--- src/rtl/uart_rx.sv ---
// uart_rx: 8N1 UART receiver, 16x oversampled by rxclk_en, sticky rdy/overrun, per-frame frame_err
//   clk_50m   system clock
//   rst_n     asynchronous active-low reset
//   rxclk_en  one-cycle pulse at 16x baud
//   rx        asynchronous serial line, idle high
//   rdy_clr   one-cycle pulse clearing rdy and overrun
//   data      last good received byte
//   rdy       sticky new-byte flag
//   frame_err stop bit of the most recent frame sampled low
//   overrun   sticky: a byte completed while rdy was still set
module uart_rx #(
  parameter int DATA_BITS   = 8,
  parameter int SYNC_STAGES = 2
) (
  input  logic                 clk_50m,
  input  logic                 rst_n,
  input  logic                 rxclk_en,
  input  logic                 rx,
  input  logic                 rdy_clr,
  output logic [DATA_BITS-1:0] data,
  output logic                 rdy,
  output logic                 frame_err,
  output logic                 overrun
);
  localparam int IW = DATA_BITS > 1 ? $clog2(DATA_BITS) : 1;
  typedef enum logic [2:0] {S_IDLE, S_START, S_DATA, S_STOP, S_WAIT_IDLE} state_t;
  state_t               state;
  logic [SYNC_STAGES-1:0] sync;
  logic [3:0]           cnt;
  logic [IW-1:0]        idx;
  logic [DATA_BITS-1:0] shreg;
  logic                 rx_s;
  assign rx_s = sync[SYNC_STAGES-1];
  always_ff @(posedge clk_50m or negedge rst_n)
    if (!rst_n) begin
      sync      <= '1;
      state     <= S_IDLE;
      cnt       <= '0;
      idx       <= '0;
      shreg     <= '0;
      data      <= '0;
      rdy       <= 1'b0;
      frame_err <= 1'b0;
      overrun   <= 1'b0;
    end else begin
      sync <= SYNC_STAGES'({sync, rx});
      if (rdy_clr) begin
        rdy     <= 1'b0;
        overrun <= 1'b0;
      end
      // later assignments to rdy/overrun below override the clear: a completing byte wins
      if (rxclk_en)
        case (state)
          S_IDLE:
            if (!rx_s) begin
              state <= S_START;
              cnt   <= '0;
            end
          S_START:
            if (cnt == 4'd7) begin
              state <= rx_s ? S_IDLE : S_DATA;
              cnt   <= '0;
              idx   <= '0;
            end else cnt <= cnt + 4'd1;
          S_DATA:
            if (cnt == 4'd15) begin
              shreg[idx] <= rx_s;
              cnt        <= '0;
              if (idx == IW'(DATA_BITS - 1)) state <= S_STOP;
              else idx <= idx + 1'b1;
            end else cnt <= cnt + 4'd1;
          S_STOP:
            if (cnt == 4'd15) begin
              cnt <= '0;
              if (rx_s) begin
                data      <= shreg;
                rdy       <= 1'b1;
                frame_err <= 1'b0;
                // a same-cycle clear acknowledged the old byte, so no overrun
                if (rdy && !rdy_clr) overrun <= 1'b1;
                state     <= S_IDLE;
              end else begin
                frame_err <= 1'b1;
                state     <= S_WAIT_IDLE;
              end
            end else cnt <= cnt + 4'd1;
          // a held-low (break) line must return high before a new start is accepted
          S_WAIT_IDLE:
            if (rx_s) state <= S_IDLE;
          default: state <= S_IDLE;
        endcase
    end
endmodule

--- config.mk ---
export PLATFORM = sky130hd
export DESIGN_NAME = uart_rx
export DESIGN_NICKNAME = d
export VERILOG_FILES = /design/src/rtl/uart_rx.sv
export SDC_FILE = /design/constraint.sdc
export NUM_CORES = 1
export LEC_CHECK = 0
export ABC_AREA = 1
export CORE_AREA = 2 2 57 59
export DETAILED_ROUTE_END_ITERATION = 12
export DIE_AREA = 0 0 59 61
export PLACE_DENSITY = 0.74
export SYNTH_ARGS = -nofsm -noshare
export SYNTH_HDL_FRONTEND = slang
export SYNTH_SLANG_ARGS = --single-unit
--- constraint.sdc ---
create_clock -name clk_50m -period 3.8 [get_ports clk_50m]
set_input_delay 0.76 -clock clk_50m [delete_from_list [all_inputs] [get_ports clk_50m]]
set_output_delay 0.76 -clock clk_50m [all_outputs]
set_load 0.02 [all_outputs]
; ---- Yosys cells after proc, flatten, opt, wreduce, memory -nomap -nowiden
; Cells that the tools add are included.
[totals]
latchBits = 0
ramBits = 0
out_inout_bits = 11
elab_cells = 72
memories = 0
inputBits = 5
mem_bits_ro = 0
reg_bits = 31
[classes]
reduce_logical = 13
n_addsub = 2
shift = 0
mux = 32
eq_ne = 14
n_lt_le_gt_ge = 2
div_mod_pow = 0
bitwise_logic = 0
multipliers = 0
[op_table]
columns = op, n
row1 = 3-bit 2-to-1 mux, 10
row2 = 3-bit one-hot mux with 5 select lines, 1
row3 = 2-bit inequality test (second input constant), 7
row4 = 1-bit 2-to-1 mux, 13
row5 = 4-bit 2-to-1 mux, 3
row6 = 4-bit one-hot mux with 3 select lines, 1
row7 = 3-bit AND reduction, 3
row8 = 8-bit bitwise mux, 1
row9 = 7-bit AND reduction, 1
row10 = 3-bit by 2-bit equality test with 1-bit output (second input constant), 2
row11 = 3-bit equality test (second input constant), 2
row12 = 3-bit one-hot mux with 2 select lines, 1
row13 = 5-bit AND reduction, 1
row14 = 4-bit by 1-bit adder with 4-bit output (second input constant), 1
row15 = 4-bit by 3-bit equality test with 1-bit output (second input constant), 1
row16 = 4-bit equality test (second input constant), 1
row17 = 3-bit by 4-bit less-than comparator with 1-bit output (second input constant), 1
row18 = 4-bit AND reduction, 1
row19 = 3-bit by 1-bit adder with 3-bit output (second input constant), 1
row20 = 1-bit demux with 3-bit select, 1
row21 = 3-bit by 1-bit equality test with 1-bit output (second input constant), 1
row22 = 3-bit by 1-bit greater-or-equal comparator with 1-bit output (second input constant), 1
row23 = 3-bit zero test, 1
row24 = 3-bit nonzero test, 1
row25 = 5 further kinds, 6

; ---- Longest topological paths before layout
; Gate-level depths: netlist (run 1).
[logic_depth]
ltp_word = 7
ltp_mapped = 9
depth_no_buf = 8

; ---- Worst setup path after synthesis (run 1)
; OpenSTA, ideal clock, no wires.
[synth_timing]
path_kind = input port to flip-flop
startpoint = input port rxclk_en
endpoint = register data[0]
setup_time_ns = 0.117
path_slack_ns = 2.231
n_path_buf = 1
required_time_ns = 3.683
arrival_ns = 1.452
path_stages = 8
cell_sequence = inv_1 nor2_8 nand2_4 nor2_8 inv_4 buf_6 nand2_2 o21ai_2
[synth_via]
elab_chain_len = 1
[synth_rtl]
columns = item, line
row1 = from (decl), 17  ; input logic rxclk_en,
row2 = 4-bit AND reduction (no line), n/a
row3 = to (signal assigned), 76  ; data <= shreg;
row4 = to (decl), 20  ; output logic [DATA_BITS-1:0] data,
; Every way passes these cells.
; A chain may end at the register's enable or synchronous reset.

; ---- Worst setup path in the final report (run 1)
[layout_timing]
startpoint = register rdy
endpoint = output port rdy
[layout_lines]
columns = item, line
row1 = from (decl), 21  ; output logic rdy,
row2 = from (signal assigned), 42  ; rdy <= 1'b0;
row3 = from (signal assigned), 48  ; rdy <= 1'b0;
row4 = from (signal assigned), 77  ; rdy <= 1'b1;
; No word-level cell between the ends.

==> metrics.txt, run 1 <==
clock tree root driver cell sky130_fd_sc_hd__clkbuf_4; cell total after placement ~230; run status completed; area of all placed cells without fillers 1820 um2; Largest stage delay, worst path ~0.61 ns; relative contribution of combinational cells to total power between 20% and 30%; GRT Overall Usage 18.9%; Distinct cells, synth 21; sum of negative setup slack 0 ns; nets in the synthesized netlist between 150 and 200; initial DRC count 91; ys flop type sky130_fd_sc_hd__dfrtp_1; CTS tree done; total met2 wirelength after detailed routing 1.60 mm; number of non-filler instances in the completed layout approximately 240; number of failing setup endpoints in the final timing report 0; Buffers & Inverters on Critical Path 1; Initial Util a little over half; half-perimeter wire length after detailed placement ~2.2 mm; post-place instance area about 1700 um2; power share of the clock group a little under a third; drt first pass iters 4; Final Max Slew Viols 0; Total Routed Length a little under 3 mm; DR vias/cell between 5 and 6; Die Y between 60 and 70 um; largest net degree at the start of global routing 32; total number of vias approximately 1300; portion of the clock cycle consumed by the worst path in the final layout a little under three fifths; delay-heaviest family, CP buffers and inverters; Sw Share 33.5%; area enclosed by the die boundary between 3000 and 4000 um2; highest routing layer actually used met4; Slew HR about 75%; CTS hold repair buffers 0; Total Nets Final 215; antenna-violating nets left 0; P&R area growth vs syn 17.7%; Post-Synthesis Cells approximately 190; Worst Path Arrival around 1.3 ns; fraction of the yosys area taken by sequential cells approximately 50%; leftover overflow at the end of global routing 0; relative contribution of sequential cells to total power 46.1%; Post CTS Setup Buffer Count 0; horizontal die dimension a little under 60 um; proportion of synthesized flip-flops having asynchronous set or reset between 90% and 100%; largest voltage drop on the vdd net between 0.2 and 0.3 mV; Achievable Freq approximately 480 MHz; main area contributors after synthesis sky130_fd_sc_hd__dfrtp_1 47%, sky130_fd_sc_hd__nand2_1 14%, sky130_fd_sc_hd__nand3_1 6.8%; most frequent cells in the layout 58 x sky130_fd_sc_hd__nand2_1, 29 x sky130_fd_sc_hd__dfrtp_1, 21 x sky130_fd_sc_hd__nand3_1; hold violation count in the final report 0; Met3 Wirelength 139 um; kind of capture point of the worst setup path primary output; clock network latency to the later pin of the worst-skew pair between 0.3 and 0.4 ns; final weighted congestion in routability-driven placement approximately 0.90; layout cells sized above 1 between 10% and 20%; maximum count of clock buffers along a single path 2; leading cell type in the layout, fill and taps excluded sky130_fd_sc_hd__nand2_1; worst endpoint required time roughly 3.0 ns; Critical Path Fanout Max 3; count of synthesis-stage warnings from yosys 0; sequence of cells on the critical path clkdlybuf4s50_1; setup clock skew after layout roughly 0.0044 ns; Internal Pwr Total around 580 uW; kind of path behind the tightest hold check register to register; CP Launch Type register; netlist area before placement 1550 um2; Buffers on Ports 15; antenna violations before repair 0; Tightest Pin Transition around 0.38 ns; H-tree level count 2; number of global-route vias before repair 1237; post-cts repair resize count 0; total of flip-flops plus latches after synthesis 31; placeable core region roughly 3000 um2; fraction of post-synthesis cell area in the top cell type by area between 40% and 50%; number of placement rows 20; boundary pin count 16; maxcap violations 0; Antenna Cells 0; wire length on met1 around 1.2 mm; final worst path period need about 2.1 ns; unrepaired setup endpoints after global routing no; clock buffers created by TritonCTS 5; Critical Path Slowest Stage Cell sky130_fd_sc_hd__clkdlybuf4s50_1; classification of the worst setup path register to primary output; area leader, netlist sky130_fd_sc_hd__dfrtp_1; power density over cell area around 480 nW/um2; number of enable-type register cells in the synthesized netlist 0; routed length per instance ~12 um; total number of clock tree sinks 31; net load switching power between 200 and 300 uW; post-CTS clock slew at the launch and capture registers of the worst setup and hold paths about 0.10 ns; DRC violation count after routing 0; leakage power summed over all cells between 0.9 and 1 nW; Mean Syn Cell Area between 8 and 9 um2; wire length of the first global-routing pass 5.08 mm
## logic make-up (layout without fill, tap and decap cells)
group / after synthesis / count (layout) / synth area share [%]
AOI/OAI and AO/OA: 20 / 20 / 7.44
xor gates and xnor gates: 1 / 1 / 0.566
adders and majority gates: 3 / 3 / 2.43
buffers and inverters: 21 / 44 / 5.74
DFF: 31 / 31 / 50.3
and+or+nand+nor: 109 / 109 / 33.5
## metrics by stage
step / utilization (%) / setup slack, ns / hold slack (ns) / total power, mW
floorplan: - / 2.23 / 0.345 / 0.546
global placement: 58.8 / 1.65 / 0.346 / 0.596
global route: 61.7 / 1.64 / 0.372 / 0.922
finish: 61.7 / 1.71 / 0.367 / 0.869
CTS: 61.7 / 1.69 / 0.369 / 0.875
detailed placement: 58.8 / 1.60 / 0.353 / 0.605
## path summary, 6_finish.rpt
kind	start	end	slack, ns	cells after the start
setup / recovery	rdy	rdy	1.71	1
hold / removal	sync[0]	sync[1]	0.37	0
setup reg to reg	idx[0]	idx[2]	2.04	8
hold reg to reg	sync[0]	sync[1]	0.37	0
max in group asynchronous	rst_n	sync[0]	2.67	2
min in group asynchronous	rst_n	rdy	0.81	2
## sequential cells by signal, indices dropped and copies added (netlist names)
signal,cells
frame_err,1
overrun,1
state,3
data,8
shreg,8
rdy,1
sync,2
cnt,4
idx,3
## power by group through the flow
| stage | clock (mW) | combinational (mW) | sequential [mW] |
|---|---|---|---|
| after CTS | 0.276 | 0.201 | 0.398 |
| after global routing | 0.290 | 0.229 | 0.403 |
| after global placement | 0 | 0.193 | 0.403 |
| after detailed placement | 0 | 0.200 | 0.404 |
| after floorplan | 0 | 0.152 | 0.394 |
| final | 0.267 | 0.202 | 0.400 |
## routing by layer
| layer | GRT usage [%] | up-vias |
|---|---|---|
| met2 | 35.1 | 30 |
| li1 | - | 639 |
| met3 | 5.54 | 5 |
| met1 | 20.2 | 609 |
| met4 | 7.47 | 0 |
| met5 | 0 | - |
## area by class of cell
class / count / area (um2)
Tap cell: 33 / 41.3
Clock inverter: 2 / 35.0
Timing Repair Buffer: 16 / 158
Multi-Input combinational cell: 133 / 681
Clock buffer: 6 / 51.3
Fill cell: 269 / 1130
Sequential cell: 31 / 778
Inverter: 20 / 77.6
## cell usage after synthesis (2+ instances only)
cell type	instances
sky130_fd_sc_hd__nor2_1	16
sky130_fd_sc_hd__nand4_1	2
sky130_fd_sc_hd__dfstp_2	2
sky130_fd_sc_hd__nand2_1	58
sky130_fd_sc_hd__a21oi_1	8
sky130_fd_sc_hd__nand3_1	21
sky130_fd_sc_hd__ha_1	3
sky130_fd_sc_hd__inv_1	19
sky130_fd_sc_hd__nor2_8	2
sky130_fd_sc_hd__o21ai_2	3
sky130_fd_sc_hd__o21ai_0	8
sky130_fd_sc_hd__nor2_2	3
sky130_fd_sc_hd__nand3b_1	4
sky130_fd_sc_hd__dfrtp_1	29
(Power assumes the default switching activity.)
==> run 2, diff against run 1 <==
--- a/config.mk
+++ b/config.mk
@@ -6,10 +6,10 @@
 export NUM_CORES = 1
 export LEC_CHECK = 0
 export ABC_AREA = 1
-export CORE_AREA = 2 2 57 59
+export CORE_AREA = 2 2 59 61
 export DETAILED_ROUTE_END_ITERATION = 12
-export DIE_AREA = 0 0 59 61
-export PLACE_DENSITY = 0.74
+export DIE_AREA = 0 0 61 63
+export PLACE_DENSITY = 0.73
 export SYNTH_ARGS = -nofsm -noshare
 export SYNTH_HDL_FRONTEND = slang
 export SYNTH_SLANG_ARGS = --single-unit
==> constraint.sdc (replaced) <==
create_clock -name clk_50m -period 1.81 [get_ports clk_50m]
set_input_delay 0.362 -clock clk_50m [delete_from_list [all_inputs] [get_ports clk_50m]]
set_output_delay 0.362 -clock clk_50m [all_outputs]
set_load 0.02 [all_outputs]
==> metrics.txt, run 2 (same netlist as run 1, synthesis figures left out) <==
run status completed; routed length per instance about 10 um; GRT Overall Usage roughly 17%; post-CTS clock slew at the launch and capture registers of the worst setup and hold paths around 0.09 ns; Tightest Pin Transition about 0.37 ns; startpoint of the most critical hold path sync[0]; horizontal die dimension between 60 and 70 um; classification of the worst setup path register to primary output; top flop regs data x8, shreg x8, cnt x4; worst reg2reg path endpoint shreg[3]; layout cells sized above 1 around an eighth; Initial Util 47.9%; leading cell type in the layout, fill and taps excluded sky130_fd_sc_hd__nand2_1; Final Max Slew Viols 0; hold violation count in the final report 0; worst flop-to-flop path startpoint cnt[0]; sum of negative setup slack 0 ns; clock network latency to the later pin of the worst-skew pair 0.33 ns; Total Routed Length roughly 2.7 mm; CP Launch Type register; Post CTS Setup Buffer Count 0; Total Nets Final between 200 and 250; fill cell count between 300 and 400; placeable core region between 3000 and 4000 um2; total number of vias between 1000 and 1500; Largest stage delay, worst path slightly above 0.6 ns; worst endpoint required time 1.45 ns; Die Y approximately 63 um; number of non-filler instances in the completed layout about 260; largest net degree at the start of global routing 32; CTS hold repair buffers 0; area of all placed cells without fillers about 1900 um2; clock tree root driver cell sky130_fd_sc_hd__clkbuf_4; number of global-route vias before repair about 1100; Critical Path Slowest Stage Cell sky130_fd_sc_hd__clkdlybuf4s50_1; antenna violations before repair 0; largest voltage drop on the vdd net 0.697 mV; final weighted congestion in routability-driven placement about 0.83; number of failing setup endpoints in the final timing report 0; leakage power summed over all cells 0.950 nW; leftover overflow at the end of global routing 0; DRC violation count after routing 0; final worst path period need between 1.5 and 2 ns; Achievable Freq between 500 and 600 MHz; Slew HR around three quarters; Antenna Cells 0; unrepaired setup endpoints after global routing no; half-perimeter wire length after detailed placement between 1.5 and 2 mm; CTS tree done; sequence of cells on the critical path clkdlybuf4s50_1; Critical Path Fanout Max 3; Worst Path Arrival 1.31 ns; maxcap violations 0; Buffers on Ports 15; delay-heaviest family, CP buffers and inverters; clock buffers created by TritonCTS 5; drt first pass iters 4; wire length of the first global-routing pass approximately 4.8 mm; worst reg-to-reg setup slack 0.22 ns; number of placement rows 21; final-layout worst hold slack approximately 0.36 ns; DR vias/cell between 4 and 5; Reg2Reg Depth 8; worst setup path start rdy; Buffers & Inverters on Critical Path 1; maximum count of clock buffers along a single path 2; boundary pin count 16; antenna-violating nets left 0; most frequent cells in the layout 58 x sky130_fd_sc_hd__nand2_1, 29 x sky130_fd_sc_hd__dfrtp_1, 21 x sky130_fd_sc_hd__nand3_1; Setup crit end rdy; kind of path behind the tightest hold check register to register; portion of the clock cycle consumed by the worst path in the final layout approximately 92%; kind of capture point of the worst setup path primary output; initial DRC count 70; H-tree level count 2; total number of clock tree sinks 31; power density over cell area around 990 nW/um2; P&R area growth vs syn 20.0%; cell total after placement approximately 250; setup clock skew after layout around 0.0052 ns; post-place instance area about 1800 um2; WP depth 1; area enclosed by the die boundary 3840 um2
[run 2: power breakdown]
| group | switching (mW) | internal [mW] |
|---|---|---|
| clock | 0.231 | 0.326 |
| sequential | 0.0712 | 0.750 |
| combinational | 0.298 | 0.155 |
| total | 0.600 | 1.23 |
[run 2: through the flow]
stage,total power [mW],utilization (%),worst slack (ns)
floorplan,1.15,-,0.314
global placement,1.27,54.7,0.162
detailed placement,1.28,54.7,0.136
CTS,1.85,57.3,0.112
global route,1.97,57.5,0.0107
finish,1.83,57.5,0.136
[run 2: layout make-up]
type,instances,area (um2),share of cell area (%)
flip-flops and latches,31,778,41.9
multi-input cells,133,684,36.9
repair buffers,18,173,9.30
inverters,20,77.6,4.18
well taps,46,57.6,3.10
clock buffers,6,51.3,2.76
clock inverters,2,35.0,1.89
[run 2: layer usage]
layer	global-route usage (%)	vias up	wire length, um
met5	0	-	0
met4	9.78	0	53
met3	4.55	6	130
met2	24.3	38	1240
met1	21.6	542	1270
li1	-	641	-
[run 2: timing repair]
item / 4_1_cts / 5_1_grt
endpoints found under the setup margin: 0 / 2
resized for setup: 0 / 1
hold endpoints to repair: 0 / 0
[run 2: how the worst min path moves through the flow]
stage,endpoint,cells after the start
after floorplan,cnt[0],0
after global placement,sync[1],0
after global routing,sync[1],0
final,sync[1],0
after CTS,sync[1],0
after detailed placement,sync[1],0
==> run 3, diff against run 2 <==
--- a/config.mk
+++ b/config.mk
@@ -7,6 +7,7 @@
 export LEC_CHECK = 0
 export ABC_AREA = 1
 export CORE_AREA = 2 2 59 61
+export CTS_CLUSTER_SIZE = 30
 export DETAILED_ROUTE_END_ITERATION = 12
 export DIE_AREA = 0 0 61 63
 export PLACE_DENSITY = 0.73
==> results of run 3 <==
The final DEF is identical to that of run 2; final timing and power are the same.
